## config.mk

```make
export PLATFORM = sky130hd
export DESIGN_NAME = seq_divider_8bit
export DESIGN_NICKNAME = d
export VERILOG_FILES = /design/src/rtl/seq_divider_8bit.sv
export SDC_FILE = /design/constraint.sdc
export NUM_CORES = 1
export LEC_CHECK = 0
export ABC_AREA = 1
export CAP_MARGIN = 20
export CORE_MARGIN = 1.5
export CORE_UTILIZATION = 26
export DETAILED_ROUTE_END_ITERATION = 8
export PLACE_DENSITY = 0.55
export SETUP_SLACK_MARGIN = 0.3
export SLEW_MARGIN = 10
export SYNTH_ARGS = -nofsm -noshare
export SYNTH_HDL_FRONTEND = slang
export SYNTH_SLANG_ARGS = --single-unit
```

## constraint.sdc

```tcl
create_clock -name clk -period 1.7 [get_ports clk]
set_input_delay 0.34 -clock clk [delete_from_list [all_inputs] [get_ports clk]]
set_output_delay 0.34 -clock clk [all_outputs]
set_load 0.02 [all_outputs]
```

## src/rtl/seq_divider_8bit.sv

```systemverilog
// Iterative unsigned restoring divider: one quotient bit per clock by trial
// subtraction, with a start/done handshake around the datapath.
module seq_divider_8bit #(
  parameter int WIDTH = 8
) (
  input  logic             clk,
  input  logic             rst_n,
  input  logic             start,
  input  logic [WIDTH-1:0] dividend,
  input  logic [WIDTH-1:0] divisor,
  output logic             busy,
  output logic             done,
  output logic [WIDTH-1:0] quotient,
  output logic [WIDTH-1:0] remainder,
  output logic             div_by_zero
);

  localparam int CNT_W = $clog2(WIDTH + 1);
  localparam int SUM_W = WIDTH + 2;

  typedef enum logic [1:0] {IDLE, RUN, FIN} state_t;

  // Adds the inverted divisor with carry-in 1; the top bit is the carry-out.
  function automatic logic [SUM_W-1:0] trial_sub(input logic [WIDTH:0]   pr,
                                                 input logic [WIDTH-1:0] dv);
    return {1'b0, pr} + {1'b0, ~{1'b0, dv}} + SUM_W'(1);
  endfunction

  state_t           state_q;
  logic [WIDTH-1:0] prem_q;
  logic [WIDTH-1:0] qreg_q;
  logic [WIDTH-1:0] dvsr_q;
  logic [CNT_W-1:0] cnt_q;
  logic             busy_q;
  logic             done_q;
  logic [WIDTH-1:0] quot_q;
  logic [WIDTH-1:0] rem_q;
  logic             dbz_q;

  logic [WIDTH:0]   shifted;
  logic [SUM_W-1:0] trial;
  logic             carry;
  logic [WIDTH-1:0] prem_d;
  logic [WIDTH-1:0] qreg_d;
  logic             unused_trial_msb;

  // A kept remainder is always below the divisor, so only WIDTH bits are stored.
  always_comb begin
    shifted = {prem_q, qreg_q[WIDTH-1]};
    trial   = trial_sub(shifted, dvsr_q);
    carry   = trial[WIDTH+1];
    prem_d  = carry ? trial[WIDTH-1:0] : shifted[WIDTH-1:0];
    qreg_d  = {qreg_q[WIDTH-2:0], carry};
  end

  assign unused_trial_msb = trial[WIDTH];

  always_ff @(posedge clk or negedge rst_n) begin
    if (!rst_n) begin
      state_q <= IDLE;
      prem_q  <= '0;
      qreg_q  <= '0;
      dvsr_q  <= '0;
      cnt_q   <= '0;
      busy_q  <= 1'b0;
      done_q  <= 1'b0;
      quot_q  <= '0;
      rem_q   <= '0;
      dbz_q   <= 1'b0;
    end else begin
      done_q <= 1'b0;
      if (state_q == RUN) begin
        prem_q <= prem_d;
        qreg_q <= qreg_d;
        cnt_q  <= cnt_q - CNT_W'(1);
        if (cnt_q == CNT_W'(1)) begin
          state_q <= FIN;
          busy_q  <= 1'b0;
          done_q  <= 1'b1;
          quot_q  <= qreg_d;
          rem_q   <= prem_d;
        end
      end else if (start) begin
        // Accepted from IDLE or from FIN, which gives back-to-back operation.
        dvsr_q <= divisor;
        prem_q <= '0;
        qreg_q <= dividend;
        dbz_q  <= 1'b0;
        if (divisor == '0) begin
          state_q <= FIN;
          done_q  <= 1'b1;
          quot_q  <= '1;
          rem_q   <= dividend;
          dbz_q   <= 1'b1;
        end else begin
          state_q <= RUN;
          busy_q  <= 1'b1;
          cnt_q   <= CNT_W'(WIDTH);
        end
      end else begin
        state_q <= IDLE;
      end
    end
  end

  assign busy        = busy_q;
  assign done        = done_q;
  assign quotient    = quot_q;
  assign remainder   = rem_q;
  assign div_by_zero = dbz_q;

endmodule

```

---- Yosys cells after proc, flatten, opt, wreduce, memory -nomap -nowiden ----
Index checks and enable logic that the tools add are counted.
cells by class
  add/subtract/negate cells ............... 3
  mux-type cells .......................... 28
  $mul .................................... 0
  shift-type cells ........................ 0
  order comparisons ....................... 0
  equal/unequal tests ..................... 4
  div/mod/pow operators ................... 0
  bitwise gates (word level) .............. 2
  reductions and logical operators ........ 7
operators by type and width
  operator                                                count
  two-way mux 8 bit                                       13
  two-way mux 4 bit                                       3
  adder 10 x 1 -> 10 bit (second input constant)          1
  adder 9 x 9 -> 10 bit                                   1
  inverter 8 -> 9 bit                                     1
  zero test 8 bit                                         1
  two-way mux 1 bit                                       8
  two-way mux 2 bit                                       4
  AND reduction 3 bit                                     2
  equality test 4 x 1 -> 1 bit (second input constant)    1
  AND reduction 2 bit                                     2
  nonzero test 2 bit                                      2
  subtractor 4 x 1 -> 4 bit (second input constant)       1
  equality test 2 x 1 -> 1 bit (second input constant)    1
  inequality test 2 x 1 -> 1 bit (second input constant)  1
  inequality test 2 bit (second input constant)           1
  inverter 1 bit                                          1
storage, ports and cells
  memories kept ........................... 0
  flip-flop bits (word level) ............. 49
  output and inout bits ................... 19
  RAM bits ................................ 0
  ROM bits ................................ 0
  bits of input ports ..................... 19
  latch bits .............................. 0

---- Longest topological paths before layout ----
Gate-level depths: netlist (run 1).
  depth after elaboration ................. 6
  gate-level depth with buffers ........... 13
  depth with buffers taken out ............ 13

---- Worst setup path before layout (run 1) ----
OpenSTA, ideal clock, no wires.
  path type ............................... register -> register
  from .................................... register prem_q[1]
  to ...................................... register rem_q[0], in the netlist remainder[0]
  path slack .............................. -41 ps
  cell stages (with the launch flop) ...... 11
  period minus slack after synthesis ...... 1741 ps
  setup time .............................. 113 ps
  arrival time ............................ 1628 ps
  cell sequence ........................... dfrtp_1 > ha_1 > or2_1 > nand3_1 > nand2_1 > nand2_2 > nand2_2 > nand3b_1 > nand3_1 > nand2_1 > inv_1
on the way
  longest elaborated chain between the ends .. 5
RTL lines
  element                 RTL line  source
  start, declared         30        logic [WIDTH-1:0] prem_q;
  start signal, assigned  73        prem_q <= prem_d;
  adder 9 x 9 -> 10 bit   26        return {1'b0, pr} + {1'b0, ~{1'b0, dv}} + SUM_W'(1);
  adder 10 x 1 -> 10 bit  26
  two-way mux 8 bit       52        prem_d = carry ? trial[WIDTH-1:0] : shifted[WIDTH-1:0];
  two-way mux 8 bit       76        if (cnt_q == CNT_W'(1)) begin
  two-way mux 8 bit       72        if (state_q == RUN) begin
  end signal, assigned    81        rem_q <= prem_d;
  end signal, assigned    93        rem_q <= dividend;
  end, declared           37        logic [WIDTH-1:0] rem_q;
Every way passes these cells. The select of a mux whose other input is x is not followed.
A chain may end at the register's enable or synchronous reset.

---- Final worst setup path (run 1) ----
  from .................................... register prem_q[0]
  to ...................................... register rem_q[0], in the netlist remainder[0]
Same word-level chain as after synthesis.

==> Implementation_results.wiki, run 1 <==
{| class="wikitable"
! Metric !! Value
|-
| Commonest register cell after synthesis || dfrtp_1
|-
| Total gr overflow || 0
|-
| Initial standard-cell utilization of the core || 0.267
|-
| Setup crit start kind || register
|-
| Highest net fanout along the worst path || 6
|-
| Initial antenna violation count || 0
|-
| Num ports || 38
|-
| Share of synthesized flip-flops with an asynchronous set or reset || 1.00
|-
| Commonest cells in the netlist || 75 x nand2_1, 49 x dfrtp_1, 43 x inv_1
|-
| Sequential-to-total area share from yosys stat || 0.472
|-
| Worst hold slack || 0.0216 ns
|-
| Post-detailed-placement cell area || 3450 um^2
|-
| Worst-margin pin slew || 0.322 ns
|-
| Cell count of the worst reg-to-reg path || 11
|-
| Leak || 1.93 nW
|-
| Reg area || 1230 um^2
|-
| Class of the most critical hold timing path || in2async
|-
| Routed len/inst || 12.3 um
|-
| Final count of pins violating max slew || 0
|-
| Final cell area excluding filler cells || 3980 um^2
|-
| Yosys warning count || 0
|-
| Drt first-iter violations || 69
|-
| Arrival time of data at the critical path endpoint || 1.93 ns
|-
| Final worst setup slack || -0.0264 ns
|-
| Sw frac || 0.455
|-
| TritonCTS sink count || 49
|-
| Failing checks || negative setup slack
|-
| Highest Clock Rate || 0.579 GHz
|-
| Cell-internal power || 4.51 mW
|-
| Max_cap viols || 0
|-
| Core occupancy in the finished layout || 0.409
|-
| Multiplexer share of the synthesized area || 0
|-
| Compound-gate portion of the synthesized area || 0.0823
|-
| # diodes || 0
|-
| Cells taking the most area after synthesis || dfrtp_1 47%, nand2_1 11%, inv_1 6.2%
|-
| Synthesized-area fraction occupied by and/or/nand/nor cells || 0.292
|-
| Pwr Density || 2080 nW/um^2
|-
| Fraction of post-synthesis cell area in the top cell type by area || 0.472
|-
| Count of TritonRoute iterations in the first routing pass || 4
|-
| Fraction of final layout cells with drive strength greater than 1 || 0.348
|-
| Core region area || 9730 um^2
|-
| Vias in the first global route || 2510
|-
| Adder-Cell Fraction of Synth Area || 0.0558
|-
| Drt total wl || 6900 um
|-
| Type of destination of the critical path || register
|-
| Maximum resistive drop on vdd || 856 uV
|-
| Final clock period utilization by the worst path || 1.02
|-
| Summed instance area of the synthesized netlist || 2600 um^2
|-
| Final setup fails || 1
|-
| Comb power frac || 0.667
|-
| # rows || 36
|-
| Status || complete, but fails checks
|-
| Final min period || 1.73 ns
|-
| Worst skew pair latency || 0.30 ns
|-
| Number of distinct library cells after synthesis || 28
|-
| Area of the die || 10600 um^2
|-
| Combinational family with the most area after synthesis || simple AND/OR/NAND/NOR gates
|-
| EDFF count, synth || 0
|-
| Clock transition time at the flip-flop clock pins of the worst setup and hold paths || 0.09 ns
|-
| Area overhead of the layout relative to synthesis || 53.2%
|-
| Power share of the sequential group || 0.251
|-
| Sw power || 3.78 mW
|-
| Register bit total from synthesis || 49
|-
| Worst slew margin relative to its limit || 0.786
|-
| Synthesized netlist net count || 361
|-
| Maximum number of pins on one net before global-route repair || 50
|-
| Average cell area after synthesis || 7.85 um^2
|-
| Library cell with the largest summed area after synthesis || dfrtp_1
|-
| Number of buffers created by CTS || 5
|-
| Clock root buffer master || clkbuf_8
|-
| Vertical die dimension || 103 um
|-
| Leading cell type by number of instances after synthesis || nand2_1
|-
| RSZ-0062 raised after global routing || true
|-
| Clock tree from TritonCTS || done
|-
| WS Path Type || reg2reg
|-
| Post-synthesis cell count || 331
|-
| CTS H-tree lvls || 2
|-
| Number of nets with antenna violations after detailed routing || 0
|-
| Fin Clk Skew || 0.00571 ns
|-
| Width of the die || 103 um
|-
| Clock network power share || 0.082
|-
| Number of input and output port buffers inserted || 37
|-
| All-Layer GR Usage || 0.137
|-
| Number of filler instances in the final layout || 1016
|-
| Ratio of routed vias to standard cells || 4.45
|-
| Final hold violation count || 0
|-
| Count of nets after finishing || 457
|-
| Placer Congestion || 0.807
|-
| Worst setup slack before clock tree synthesis || -0.321 ns
|-
| Total number of vias || 2496
|-
| HPWL Detailed || 4810 um
|-
| CTS max path bufs || 2
|-
| Area share of xor/xnor cells in the synthesized design || 0.0101
|-
| Area taken by multi-input logic gates || 1470 um^2
|-
| Critical path required time || 1.91 ns
|-
| First-pass GRT wire length || 11500 um
|-
| Post-route DRC violation count || 0
|}
==> what timing repair did <==
action | in CTS | in global routing
cloned | 2 | 0
pin swaps | 39 | 18
endpoints found under the setup margin | 47 | 48
setup buffers | 11 | 9
hold buffers | 0 | 0
gates resized for setup | 75 | 43
==> path summary, 6_finish.rpt <==
kind                                       endpoint  slack, ns                  start
max                        remainder[0]$_DFFE_PN0P_      -0.03  prem_q[0]$_DFFE_PN0P_
max reg2reg                remainder[0]$_DFFE_PN0P_      -0.03  prem_q[0]$_DFFE_PN0P_
min reg2reg                    cnt_q[3]$_DFFE_PN0P_       0.48   cnt_q[3]$_DFFE_PN0P_
max in group asynchronous   quotient[3]$_DFFE_PN0P_       1.46                  rst_n
min                           prem_q[7]$_DFFE_PN0P_       0.02                  rst_n
min in group clk              dvsr_q[7]$_DFFE_PN0P_       0.40             divisor[7]
==> area by class of cell <==
cell class / count / area share
multi-input cells: 226 / 0.369
flip-flops and latches: 49 / 0.308
repair buffers: 97 / 0.213
inverters: 47 / 0.0449
well taps: 133 / 0.0418
clock buffers: 7 / 0.0192
clock inverters: 1 / 0.00189
repair inverters: 1 / 0.00189
==> state kept, by name, summed over array words and instances, names as in the netlist <==
| signal | flops |
|---|---|
| quotient | 8 |
| state_q | 2 |
| qreg_q | 8 |
| done | 1 |
| remainder | 8 |
| dvsr_q | 8 |
| cnt_q | 4 |
| div_by_zero | 1 |
| prem_q | 8 |
| busy | 1 |
==> critical path: stages, from the launching register on <==
cell and delay [ns]:
dfrtp_1 0.44, ha_4 0.30, nand2_2 0.05, nand2_2 0.09, nand3_4 0.09, nand2_4 0.09, nand2_8 0.08, buf_12 0.15
nand4_1 0.11, nand3_1 0.11, nand2_1 0.08, inv_1 0.03
==> routing by layer <==
metal | vias to the layer above | share of wire | GRT usage
li1 | 1253 | - | -
met1 | 1197 | 0.45 | 0.179
met2 | 36 | 0.50 | 0.239
met3 | 10 | 0.036 | 0.0237
met4 | 0 | 0.016 | 0.0312
met5 | - | 0 | 0
==> cells by family (layout without fill, tap and decap cells) <==
family,count (synthesis),count (layout)
AO/OA/AOI/OAI,41,41
XOR/XNOR,3,3
adder cells (fa/ha/maj),11,11
buffers and inverters,57,153
flip-flops,49,49
AND/OR/NAND/NOR,170,171
==> power groups by stage <==
stage | Combinational, mW | Sequential, mW | Clock (mW)
after floorplan | 2.61 | 2.29 | 0
after global placement | 4.48 | 2.05 | 0
after detailed placement | 4.53 | 2.06 | 0
after CTS | 5.02 | 2.06 | 0.713
after global routing | 6.14 | 2.14 | 0.779
final | 5.53 | 2.08 | 0.683
==> metrics by stage <==
step,power (mW),std cells,TNS (ns)
finish,8.29,561,-0.0264
floorplan,4.90,331,0
global route,9.06,561,-0.893
global placement,6.53,531,-4.15
detailed placement,6.58,531,-4.93
CTS,7.79,552,0
==> layout by cell type, fill, tap and decap left out, types with 2 or more instances in the layout <==
master / netlist / layout
buf_6: 1 / 6
or2_2: 8 / 8
dlygate4sd2_1: 0 / 18
ha_4: 0 / 9
clkinvlp_4: 0 / 2
clkdlybuf4s50_1: 0 / 9
a21oi_1: 12 / 11
dfrtp_1: 49 / 49
clkbuf_8: 0 / 5
clkdlybuf4s15_1: 0 / 9
nand2_1: 75 / 54
nand2_2: 4 / 19
xor2_1: 3 / 3
inv_1: 43 / 31
o22ai_1: 2 / 2
nand4_1: 9 / 9
nor2_4: 2 / 7
nand2_4: 0 / 6
nand3_1: 30 / 23
buf_4: 1 / 51
inv_2: 4 / 15
buf_12: 0 / 2
o21ai_0: 24 / 15
nand3_2: 0 / 6
o21ai_2: 0 / 3
nor2_1: 35 / 32
o21ai_1: 1 / 7
clkbuf_1: 3 / 2
(Power assumes the default switching activity.)
==> run 2, diff against run 1 <==
- CORE_UTILIZATION: 26 -> 40
- PLACE_DENSITY: 0.55 -> 0.74
==> Implementation_results.wiki, run 2 (synthesis results as in run 1) <==
{| class="wikitable"
! Metric !! Value
|-
| Cell count of the worst reg-to-reg path || 11 (unchanged)
|-
| FF-to-FF Start || qreg_q[7]$_DFFE_PN0P_
|-
| Final count of pins violating max slew || 0 (unchanged)
|-
| Number of buffers created by CTS || 5 (unchanged)
|-
| Leak || 2.04 nW (+5.7%)
|-
| Total number of vias || 2588 (+3.7%)
|-
| TritonCTS sink count || 49 (unchanged)
|-
| Drt first-iter violations || 170 (+150%)
|-
| Clock root buffer master || clkbuf_8
|-
| Clock network power share || 0.082 (about the same)
|-
| Critical path origin || qreg_q[7]$_DFFE_PN0P_
|-
| Number of filler instances in the final layout || 514 (-49%)
|-
| All-Layer GR Usage || 0.189 (+0.0519)
|-
| Worst hold slack || 0.0112 ns (-0.0104 ns)
|-
| Area of the die || 6990 um^2 (-34%)
|-
| Number of nets with antenna violations after detailed routing || 0 (unchanged)
|-
| HPWL Detailed || 4450 um (-7.4%)
|-
| RSZ-0062 raised after global routing || true
|-
| Initial standard-cell utilization of the core || 0.412 (+0.145)
|-
| Worst slew margin relative to its limit || 0.765 (-0.0210)
|-
| Final min period || 1.81 ns (+0.0815 ns)
|-
| CTS H-tree lvls || 2 (unchanged)
|-
| Fin Clk Skew || 0.00978 ns (+0.00407 ns)
|-
| Most common library cell in the layout ignoring fill and taps || nand2_1
|-
| First-pass GRT wire length || 11000 um (-4.7%)
|-
| Arrival time of data at the critical path endpoint || 2.06 ns (+0.13 ns)
|-
| Count of nets after finishing || 456 (-0.22%)
|-
| Highest-count cells in the layout ignoring fill and taps || 56 x nand2_1, 50 x buf_4, 49 x dfrtp_1
|-
| Placer Congestion || 0.850 (+5.2%)
|-
| CTS max path bufs || 2 (unchanged)
|-
| Maximum resistive drop on vdd || 1200 uV (+40%)
|-
| Clock transition time at the flip-flop clock pins of the worst setup and hold paths || 0.10 ns (about the same)
|-
| Worst-margin pin slew || 0.353 ns (+0.0314 ns)
|-
| Setup crit start kind || register
|-
| Post-layout total power || 8.90 mW (+7.3%)
|-
| Post-route DRC violation count || 0 (unchanged)
|-
| Clock tree from TritonCTS || done
|-
| Core region area || 6310 um^2 (-35%)
|-
| Status || complete, but fails checks
|-
| Fraction of final layout cells with drive strength greater than 1 || 0.377 (+0.0289)
|-
| Pwr Density || 2220 nW/um^2 (+6.5%)
|-
| Comb power frac || 0.682 (+0.015)
|-
| Final clock period utilization by the worst path || 1.06 (+0.0480)
|-
| Type of destination of the critical path || register
|-
| GR peak layer || met2
|-
| Max_cap viols || 0 (unchanged)
|-
| Maximum number of pins on one net before global-route repair || 50 (unchanged)
|-
| Worst skew pair latency || 0.31 ns (about the same)
|-
| Power share of the sequential group || 0.235 (-0.016)
|-
| Num ports || 38 (unchanged)
|-
| WS Path Type || reg2reg
|-
| Final worst setup slack || -0.108 ns (-0.0815 ns)
|-
| M2 GR Usage || 0.330 (+0.0910)
|-
| GRT met1 Usage || 0.232 (+0.0532)
|-
| Class of the most critical hold timing path || in2async
|-
| Met3 usage || 0.0386 (+0.0148)
|-
| Routed len/inst || 14.5 um (+18%)
|-
| Ratio of routed vias to standard cells || 5.13 (+15%)
|-
| # diodes || 0 (unchanged)
|-
| Vertical die dimension || 83.6 um (-19%)
|-
| Vias in the first global route || 2512 (+0.080%)
|-
| Drt total wl || 7300 um (+5.9%)
|-
| Final setup fails || 11 (+10)
|-
| Number of input and output port buffers inserted || 37 (unchanged)
|-
| Sw frac || 0.461 (+0.00588)
|-
| Highest Clock Rate || 0.553 GHz (-4.5%)
|-
| Final hold violation count || 0 (unchanged)
|-
| Cell-internal power || 4.79 mW (+6.2%)
|-
| Highest net fanout along the worst path || 3 (-3)
|-
| Failing checks || negative setup slack
|-
| Sw power || 4.10 mW (+8.7%)
|-
| Critical path required time || 1.95 ns (+0.04 ns)
|-
| Core occupancy in the finished layout || 0.636 (+0.227)
|-
| Area overhead of the layout relative to synthesis || 54.5%
|-
| Count of TritonRoute iterations in the first routing pass || 4 (unchanged)
|-
| Width of the die || 83.6 um (-19%)
|-
| # rows || 29 (-19%)
|-
| Total gr overflow || 0 (unchanged)
|-
| Initial antenna violation count || 0 (unchanged)
|}
-- run 2: changes by cell type in the layout (fill, tap and decap cells not counted), moves of 4 or more --
cell / delta
nand3_1: -7
dlymetal6s2s_1: +8
clkdlybuf4s15_1: -5
dlygate4sd2_1: -6
o21ai_2: +4
nand2_2: -4
nand3_2: +6
nor2_2: +4
-- run 2: routing by layer --
metal  share of wire  wire (um)
met1            0.40       2950
met2            0.53       3830
met3           0.044        319
met4           0.027        196
met5               0          0
-- run 2: area by class of cell --
cell class	count	area [um^2]	area share
Timing Repair Buffer	98	907	0.226
Multi-Input combinational cell	225	1500	0.375
Clock inverter	2	13.8	0.00343
Inverter	47	184	0.0458
Tap cell	77	96.3	0.0240
Sequential cell	49	1230	0.305
Clock buffer	6	82.6	0.0206
-- run 2: what timing repair did --
action	in CTS	in global routing
endpoints found under the setup margin	45	38
pin swaps	4	43
hold buffers	0	0
gates cloned	0	1
setup buffers	6	19
gates resized for setup	33	105
-- run 2: power groups by stage --
stage	combinational, mW	clock, mW	sequential [mW]
3_5_place_dp	4.46	0	2.05
2_1_floorplan	2.61	0	2.29
6_report	6.07	0.731	2.09
5_1_grt	6.58	0.809	2.15
3_3_place_gp	4.34	0	2.05
4_1_cts	4.54	0.758	2.04
-- run 2: path summary, 6_finish.rpt --
path / to / slack [ns]
worst min-delay path: quotient[4]$_DFFE_PN0P_ / 0.01
worst max-delay path: remainder[4]$_DFFE_PN0P_ / -0.11
worst min register to register: quotient[0]$_DFFE_PN0P_ / 0.48
worst max register to register: remainder[4]$_DFFE_PN0P_ / -0.11
min in group clk: dvsr_q[7]$_DFFE_PN0P_ / 0.30
max in group asynchronous: dvsr_q[6]$_DFFE_PN0P_ / 1.45
-- run 2: critical path, stage by stage, from the launching register on --
cell,delay (ns)
dfrtp_1,0.40
inv_2,0.09
ha_4,0.14
inv_4,0.04
fa_2,0.40
nand2_1,0.08
nand2_1,0.06
xor2_1,0.21
nand3_1,0.12
nand3_1,0.11
nand2_1,0.05
inv_1,0.05
-- run 2: per-stage QoR --
step | TNS, ns | setup slack, ns | std cells | area [um^2]
3_3_place_gp | -2.84 | -0.192 | 470 | 3360
2_1_floorplan | 0 | 0.141 | 331 | 2660
3_5_place_dp | -3.37 | -0.225 | 470 | 3360
4_1_cts | -0.00971 | -0.00971 | 484 | 3530
5_1_grt | -1.57 | -0.185 | 504 | 4010
6_report | -0.566 | -0.108 | 504 | 4010
